--- config.mk ---
export PLATFORM = sky130hd
export DESIGN_NAME = posit_decode_arbiter_8bit
export DESIGN_NICKNAME = d
export VERILOG_FILES = /design/src/rtl/posit_dec_pkg.sv /design/src/rtl/decode_posit_8bit.sv /design/src/rtl/posit_decode_arbiter_8bit_grant.sv /design/src/rtl/posit_decode_arbiter_8bit.sv
export SDC_FILE = /design/constraint.sdc
export NUM_CORES = 1
export LEC_CHECK = 0
export ABC_AREA = 1
export CORE_MARGIN = 1
export CORE_UTILIZATION = 50
export CTS_CLUSTER_SIZE = 8
export DETAILED_ROUTE_END_ITERATION = 6
export PLACE_DENSITY_LB_ADDON = 0.3
export SYNTH_ARGS = -nofsm -noshare
export SYNTH_HDL_FRONTEND = slang
export SYNTH_SLANG_ARGS = --single-unit
--- constraint.sdc ---
create_clock -name clk -period 3.65 [get_ports clk]
set_input_delay 0.73 -clock clk [delete_from_list [all_inputs] [get_ports clk]]
set_output_delay 0.73 -clock clk [all_outputs]
set_load 0.01 [all_outputs]
--- src/rtl/posit_dec_pkg.sv ---
// Shared constants and the extended-posit payload layout for the posit decode arbiter.
package posit_dec_pkg;

  localparam int unsigned POSIT_W     = 8;
  localparam int unsigned EPOSIT_W    = 12;
  localparam int unsigned REGIME_W    = 4;
  localparam int unsigned EXPFRAC_W   = 5;

  localparam int unsigned INF         = 11;
  localparam int unsigned ZERO        = 10;
  localparam int unsigned SIGN        = 9;
  localparam int unsigned REGIME_MSB  = 8;
  localparam int unsigned REGIME_LSB  = 5;
  localparam int unsigned EXPFRAC_MSB = 4;
  localparam int unsigned EXPFRAC_LSB = 0;

  localparam int unsigned REGIME_BIAS = 7;

  typedef struct packed {
    logic                 inf;
    logic                 zero;
    logic                 sign;
    logic [REGIME_W-1:0]  regime;
    logic [EXPFRAC_W-1:0] expfrac;
  } eposit_t;

endpackage

--- src/rtl/decode_posit_8bit.sv ---
// Combinational 8-bit posit decode into the 12-bit extended-posit layout.
module decode_posit_8bit
  import posit_dec_pkg::*;
(
  input  logic [POSIT_W-1:0]  posit_i,
  output logic [EPOSIT_W-1:0] eposit_c
);

  logic [6:0] body;
  logic [6:0] tail;
  logic [3:0] run_len;
  logic       run_stop;

  always_comb begin
    eposit_c = '0;
    body     = posit_i[6:0] ^ {7{posit_i[POSIT_W-1]}};
    run_len  = 4'd0;
    run_stop = 1'b0;
    // Regime run: identical bits starting at the MSB of the body.
    for (int i = 6; i >= 0; i--) begin
      if (!run_stop && (body[i] == body[6])) run_len = run_len + 4'd1;
      else                                    run_stop = 1'b1;
    end
    tail = body << (run_len + 4'd1);

    eposit_c[INF]  = (posit_i == 8'h80);
    eposit_c[ZERO] = (posit_i == 8'h00);
    eposit_c[SIGN] = posit_i[POSIT_W-1];
    eposit_c[REGIME_MSB:REGIME_LSB] = body[6] ? (run_len + 4'(REGIME_BIAS) - 4'd1)
                                              : (4'(REGIME_BIAS) - run_len);
    eposit_c[EXPFRAC_MSB:EXPFRAC_LSB] = tail[6:2];
  end

endmodule

--- src/rtl/posit_decode_arbiter_8bit_grant.sv ---
// One-hot requester arbiter; round-robin from ptr when POSIT_DEC_ARB_RR_EN is defined,
// otherwise fixed priority with the lowest index winning.
module posit_dec_grant
  import posit_dec_pkg::*;
#(
  parameter int unsigned NREQ = 4,
  parameter int unsigned IDW  = $clog2(NREQ)
) (
  input  logic [NREQ-1:0] req_valid,
  input  logic [IDW-1:0]  ptr,
  input  logic            enable,
  output logic [NREQ-1:0] grant_c
);

  logic [IDW:0] slot;
  logic         found;

`ifndef POSIT_DEC_ARB_RR_EN
  logic unused_ptr;
  assign unused_ptr = ^ptr;
`endif

  always_comb begin
    grant_c = '0;
    found   = 1'b0;
    slot    = '0;
    for (int unsigned i = 0; i < NREQ; i++) begin
`ifdef POSIT_DEC_ARB_RR_EN
      slot = (IDW+1)'(ptr) + (IDW+1)'(i);
      if (slot >= (IDW+1)'(NREQ)) slot = slot - (IDW+1)'(NREQ);
`else
      slot = (IDW+1)'(i);
`endif
      if (!found && req_valid[slot[IDW-1:0]]) begin
        grant_c[slot[IDW-1:0]] = 1'b1;
        found                  = 1'b1;
      end
    end
    if (!enable) grant_c = '0;
  end

endmodule

--- src/rtl/posit_decode_arbiter_8bit.sv ---
// Shares one 8-bit posit decoder among NREQ requesters through a capture/decode pipeline.
// POSIT_DEC_ARB_RR_EN selects round-robin arbitration; default is fixed priority.
module posit_decode_arbiter_8bit
  import posit_dec_pkg::*;
#(
  parameter int unsigned NREQ = 4,
  parameter int unsigned IDW  = $clog2(NREQ)
) (
  input  logic                      clk,
  input  logic                      rst,
  input  logic [NREQ-1:0]           req_valid,
  input  logic [NREQ*POSIT_W-1:0]   req_posit,
  output logic [NREQ-1:0]           req_ready,
  output logic                      out_valid,
  input  logic                      out_ready,
  output logic [EPOSIT_W-1:0]       out_eposit,
  output logic [IDW-1:0]            out_id,
  output logic [1:0]                inflight
);

  logic               s1_valid_q, s1_valid_d;
  logic [POSIT_W-1:0] s1_posit_q, s1_posit_d;
  logic [IDW-1:0]     s1_id_q,    s1_id_d;
  logic               out_valid_q, out_valid_d;
  eposit_t            out_eposit_q, out_eposit_d;
  logic [IDW-1:0]     out_id_q,   out_id_d;
  logic [1:0]         inflight_q, inflight_d;
  logic [IDW-1:0]     ptr_cur;

  logic               s2_adv, s1_adv, grant_en, accept;
  logic [NREQ-1:0]    grant_c;
  logic [IDW-1:0]     win_id;
  logic [POSIT_W-1:0] win_posit;
  logic [EPOSIT_W-1:0] dec_eposit_c;

  assign s2_adv   = ~out_valid_q | out_ready;
  assign s1_adv   = ~s1_valid_q | s2_adv;
  assign grant_en = s1_adv & ~rst;
  assign accept   = |grant_c;

  posit_dec_grant #(
    .NREQ (NREQ),
    .IDW  (IDW)
  ) u_grant (
    .req_valid (req_valid),
    .ptr       (ptr_cur),
    .enable    (grant_en),
    .grant_c   (grant_c)
  );

  decode_posit_8bit u_decode (
    .posit_i  (s1_posit_q),
    .eposit_c (dec_eposit_c)
  );

  // Winner index and posit from the one-hot grant.
  always_comb begin
    win_id    = '0;
    win_posit = '0;
    for (int unsigned i = 0; i < NREQ; i++) begin
      if (grant_c[i]) begin
        win_id    = IDW'(i);
        win_posit = req_posit[POSIT_W*i +: POSIT_W];
      end
    end
  end

  always_comb begin
    s1_valid_d   = s1_valid_q;
    s1_posit_d   = s1_posit_q;
    s1_id_d      = s1_id_q;
    out_valid_d  = out_valid_q;
    out_eposit_d = out_eposit_q;
    out_id_d     = out_id_q;
    if (s2_adv) begin
      out_valid_d = s1_valid_q;
      if (s1_valid_q) begin
        out_eposit_d = eposit_t'(dec_eposit_c);
        out_id_d     = s1_id_q;
      end
    end
    if (s1_adv) begin
      s1_valid_d = accept;
      if (accept) begin
        s1_posit_d = win_posit;
        s1_id_d    = win_id;
      end
    end
    inflight_d = 2'(s1_valid_d) + 2'(out_valid_d);
  end

`ifdef POSIT_DEC_ARB_RR_EN
  logic [IDW-1:0] ptr_q, ptr_d;

  // Next search starts just past the last winner.
  always_comb begin
    ptr_d = ptr_q;
    if (accept) ptr_d = (win_id == IDW'(NREQ - 1)) ? '0 : win_id + IDW'(1);
  end

  always_ff @(posedge clk or posedge rst) begin
    if (rst) ptr_q <= '0;
    else     ptr_q <= ptr_d;
  end

  assign ptr_cur = ptr_q;
`else
  assign ptr_cur = '0;
`endif

  always_ff @(posedge clk or posedge rst) begin
    if (rst) begin
      s1_valid_q   <= 1'b0;
      s1_posit_q   <= '0;
      s1_id_q      <= '0;
      out_valid_q  <= 1'b0;
      out_eposit_q <= '0;
      out_id_q     <= '0;
      inflight_q   <= 2'd0;
    end else begin
      s1_valid_q   <= s1_valid_d;
      s1_posit_q   <= s1_posit_d;
      s1_id_q      <= s1_id_d;
      out_valid_q  <= out_valid_d;
      out_eposit_q <= out_eposit_d;
      out_id_q     <= out_id_d;
      inflight_q   <= inflight_d;
    end
  end

  assign req_ready  = grant_c;
  assign out_valid  = out_valid_q;
  assign out_eposit = out_eposit_q;
  assign out_id     = out_id_q;
  assign inflight   = inflight_q;

endmodule
# After elaboration in Yosys (flattened, before gate mapping)
# Index checks and enable logic that the tools add are counted.
# classes
eq_ne,7
n_mul,0
reduce_logical,19
magnitude_cmp,0
mux,28
n_div,0
shifts,1
n_addsub,10
bitwise_logic,7
# op_table
operator,count
8-bit 2-to-1 mux,4
4-bit 2-to-1 mux,7
4-bit by 1-bit adder with 4-bit output (second input constant),6
1-bit 2-to-1 mux,14
8-bit equality test (second input constant),1
1-bit logical AND,8
8-bit zero test,1
1-bit zero test,7
7-bit by 4-bit << shifter with 7-bit output,1
7-bit bitwise XOR,1
1-bit equality test,6
2-bit 2-to-1 mux,3
4-bit by 3-bit adder with 4-bit output (second input constant),1
2-bit AND reduction,2
4-bit OR reduction,1
3-bit by 4-bit subtractor with 4-bit output (first input constant),1
4-bit by 1-bit subtractor with 4-bit output (second input constant),1
1-bit NOT,3
1-bit by 1-bit adder with 2-bit output,1
1-bit OR,2
1-bit AND,1
# word_totals
mem_count,0
wordCells,83
regBits,28
latch_bits,0
ramBits,0
mem_bits_ro,0
inputBits,39
output_inout_bits,21

# Depth between registers and ports, before layout
# logic_depth
depth_word,19
mapped_depth,17
depth_no_buf,16

# Hierarchy
# A second synthesis with hierarchy kept.
# unflattened
hier_cells,356
area_unflattened_um2,2262.2
# by_module_without_submodules
module,cells_each,n_inst,seq_area_each_um2,area_per_inst_um2
posit_decode_arbiter_8bit,207,1,700.7,1496.4
decode_posit_8bit,138,1,0.0,718.2
posit_dec_grant,11,1,0.0,47.5

# Worst setup path before layout
# No wires, ideal clock.
# synth_timing
kind,input to output
start,input rst
end,output req_ready[3]
required_ns,2.920
t_arrival_ns,1.875
path_buffers,0
stages,5
slack_ns,1.045
cell_sequence,inv_1 nand2_1 inv_1 nand3_1 clkinv_1
# synth_via
elab_chain_len,3
# synth_lines
element,line_no,text
start: declaration,posit_decode_arbiter_8bit.sv:10,"input logic rst,"
1-bit NOT,posit_decode_arbiter_8bit.sv:38,assign grant_en = s1_adv & ~rst;
1-bit AND,posit_decode_arbiter_8bit.sv:38,
4-bit 2-to-1 mux,posit_decode_arbiter_8bit_grant.sv:39,if (!enable) grant_c = '0;
end: declaration,posit_decode_arbiter_8bit.sv:13,"output logic [NREQ-1:0] req_ready,"
# Every way passes these cells.

# Worst setup path in the final report
# layout_timing
start,input out_ready
end,output req_ready[3]
# layout_via
elab_chain_len,4
# layout_lines
element,line_no,text
start: declaration,posit_decode_arbiter_8bit.sv:15,"input logic out_ready,"
1-bit OR,posit_decode_arbiter_8bit.sv:36,assign s2_adv = ~out_valid_q | out_ready;
1-bit OR,posit_decode_arbiter_8bit.sv:37,assign s1_adv = ~s1_valid_q | s2_adv;
1-bit AND,posit_decode_arbiter_8bit.sv:38,
4-bit 2-to-1 mux,posit_decode_arbiter_8bit_grant.sv:39,
# Every way passes these cells.

==> run summary <==
fraction of layout cells with a size suffix above 1: 7.92%
relative slew slack: 62.4%
Post-Syn Area per Cell: 7.53 um2
Hold Slack: 0.501 ns
Lkg Pwr: 1.21 nW
worst hold stages: 2
# resized after CTS: 0
Post-CTS Setup Repair Bufs: 0
Seq/Total Area, Yosys: 38.1%
clk sinks: 28
synthesized flop and latch total: 28
root buffer cell: clkbuf_4
Inst Count DP: 345
synthesized instance count: 244
clk_lat worst skew: 0.33 ns
Worst EP required: 2.92 ns
Starting Density: 53.8%
status: finished clean
worst reg2reg endpoint: out_eposit[3]
Critical Path Fanout Max: 9
worst r2r src: s1_posit_q[6]
Max Cap Viol: 0
Die Y: 62.6 um
Die ar.: 3920 um2
yosys synthesis warning count: 0
Worst Skew: 0.00263 ns
Min-Delay Endpoint: out_eposit[5]
Hold Buf Count CTS: 0
Power, Total: 1.50 mW
# fillers: 279
crit start category: input port
Synth Net Count: 290
Slew Limit Fails: 0
clk slew on worst S/H paths: 0.15 ns
vias per inst: 5.11
port bufs: 59
Register-to-Register Setup Slack: 1.39 ns
global-route wire length before repair: 6970 um
CORE AREA: 3420 um2
Inserted Clock Buffers: 3
Hold Crit Start: out_eposit[5]
Worst-Margin Slew: 0.562 ns
vias in the first global route: 1723
Final period util: 85.9%
Final setup viols: 0
Yosys cell types: 31
reg2reg path depth: 14
FMAX: 319 MHz
initial drt markers: 83
Total Wirelength: 3920 um
hpwl dp: 3140 um
crit end category: primary output
post-DR wirelength/cell: 11.2 um
final layout net count: 350
num ports: 60
largest net degree at the start of global routing: 29
CTS tree: done
ANT cells: 0
setup_tns: 0 ns
Pwr per Cell Area: 596 nW/um2
Worst Hold Class: reg2reg
DRC violations left: 0
H-tree depth: 1
DRT Pass-1 Iters: 4
worst-case clock buffer depth: 2
grt ovf: 0
Final ANT Viol Nets: 0
gr usage total: 21.8%
Mapped Area: 1840 um2
non-filler cells in the finished layout: 349
Final Hold Viols: 0
minimum clock period: 3.14 ns
RSZ-0062 raised after global routing: false
Area Overhead vs Synth: 37.1%
Arr. time, crit path: 2.41 ns
maximum vdd drop: 0.000228 V
gpl congestion: 0.896
initial antenna violation count: 0
via count: 1783
Setup CP Type: in2out
FP Rows: 21
Chip Width: 62.6 um
==> worst max-delay path: stages <==
cell             delay, ns
clkdlybuf4s50_1       0.45
inv_1                 0.05
nand3_1               0.09
nand2_1               0.09
inv_1                 0.13
nand3_1               0.12
clkinv_1              0.17
clkdlybuf4s50_1       0.58
==> cells in the final DEF (no fill, tap or decap), drive strengths merged, types with 2 or more instances in the layout <==
cell            n
nand2          87
clkdlybuf4s50  59
nand3          33
dfrtp          28
inv            27
a21oi          11
o21ai           9
nor2            9
a22o            7
xnor2           7
ha              7
clkinv          5
clkbuf          3
nand3b          2
nand4           2
==> state kept, by name (all words and copies together) (netlist names) <==
signal      cells
s1_posit_q      8
inflight        2
out_valid       1
out_eposit     12
s1_id_q         2
s1_valid_q      1
out_id          2
==> report_power, final <==
part           internal (mW)  switching [mW]  total (mW)
sequential             0.399          0.0703       0.469
combinational          0.377           0.451       0.828
clock                  0.111          0.0935       0.205
==> how the worst max path moves through the flow <==
stage / cells after the start / slack, ns / startpoint / to
2_1_floorplan: 5 / 1.04 / rst / req_ready[3]
3_3_place_gp: 8 / 0.57 / out_ready / req_ready[3]
3_5_place_dp: 8 / 0.50 / out_ready / req_ready[3]
4_1_cts: 8 / 0.49 / out_ready / req_ready[3]
5_1_grt: 8 / 0.33 / out_ready / req_ready[3]
6_report: 8 / 0.51 / out_ready / req_ready[3]
==> Yosys cell counts <==
master / number / area share [%]
nand2_4: 3 / 1.8
a21oi_1: 10 / 2.7
buf_2: 3 / 0.82
nor4_1: 1 / 0.34
nand3b_1: 2 / 0.82
xor2_2: 1 / 0.89
inv_1: 22 / 4.5
inv_2: 4 / 0.82
o21ai_0: 7 / 1.9
nand3_1: 31 / 8.4
nor2_1: 6 / 1.2
xnor2_1: 7 / 3.3
a22oi_1: 1 / 0.41
clkinv_1: 5 / 1.0
o31ai_1: 1 / 0.41
clkbuf_1: 1 / 0.20
a21oi_2: 1 / 0.48
buf_4: 1 / 0.41
nand2_2: 3 / 1.0
o211ai_1: 1 / 0.41
o21ai_1: 2 / 0.54
nand4_4: 1 / 1.2
nor2_2: 2 / 0.68
a22o_1: 7 / 3.3
nand4_1: 1 / 0.34
nor2_8: 1 / 1.1
nand3_2: 2 / 1.1
nand2_1: 81 / 17
ha_1: 7 / 4.8
dfrtp_1: 28 / 38
inv_4: 1 / 0.34
==> per-stage QoR <==
| step | setup WS [ns] | util (%) | instance area [um2] |
|---|---|---|---|
| final | 0.515 | 73.8 | 2520 |
| after floorplan | 1.04 | - | 1840 |
| after CTS | 0.492 | 73.8 | 2520 |
| after global routing | 0.332 | 73.8 | 2520 |
| after global placement | 0.567 | 72.2 | 2470 |
| after detailed placement | 0.502 | 72.2 | 2470 |
==> metal layers <==
| layer | wire length (um) | track usage [%] | up-vias |
|---|---|---|---|
| met5 | 0 | 0 | - |
| met4 | 67 | 8.72 | 0 |
| met3 | 221 | 2.74 | 6 |
| met2 | 1950 | 39.4 | 77 |
| met1 | 1680 | 26.1 | 793 |
| li1 | - | - | 907 |
==> final cells by class <==
type | instances | area, um2 | area share, %
Multi-Input combinational cell | 179 | 988 | 39.2
Sequential cell | 28 | 701 | 27.8
Timing Repair Buffer | 60 | 598 | 23.7
Inverter | 32 | 123 | 4.87
Tap cell | 46 | 57.6 | 2.28
Clock inverter | 1 | 30.0 | 1.19
Clock buffer | 3 | 22.5 | 0.894
==> cells by family (layout without fill, tap and decap cells) <==
group | count (synthesis) | count (layout) | share of synthesized area [%]
AO/OA/AOI/OAI | 30 | 30 | 10.2
XOR/XNOR | 8 | 8 | 4.22
adder cells (fa/ha/maj) | 7 | 7 | 4.76
buffers and inverters | 37 | 96 | 8.10
flip-flops | 28 | 28 | 38.1
AND/OR/NAND/NOR | 134 | 134 | 34.6
Power figures use the tool's default switching activity.
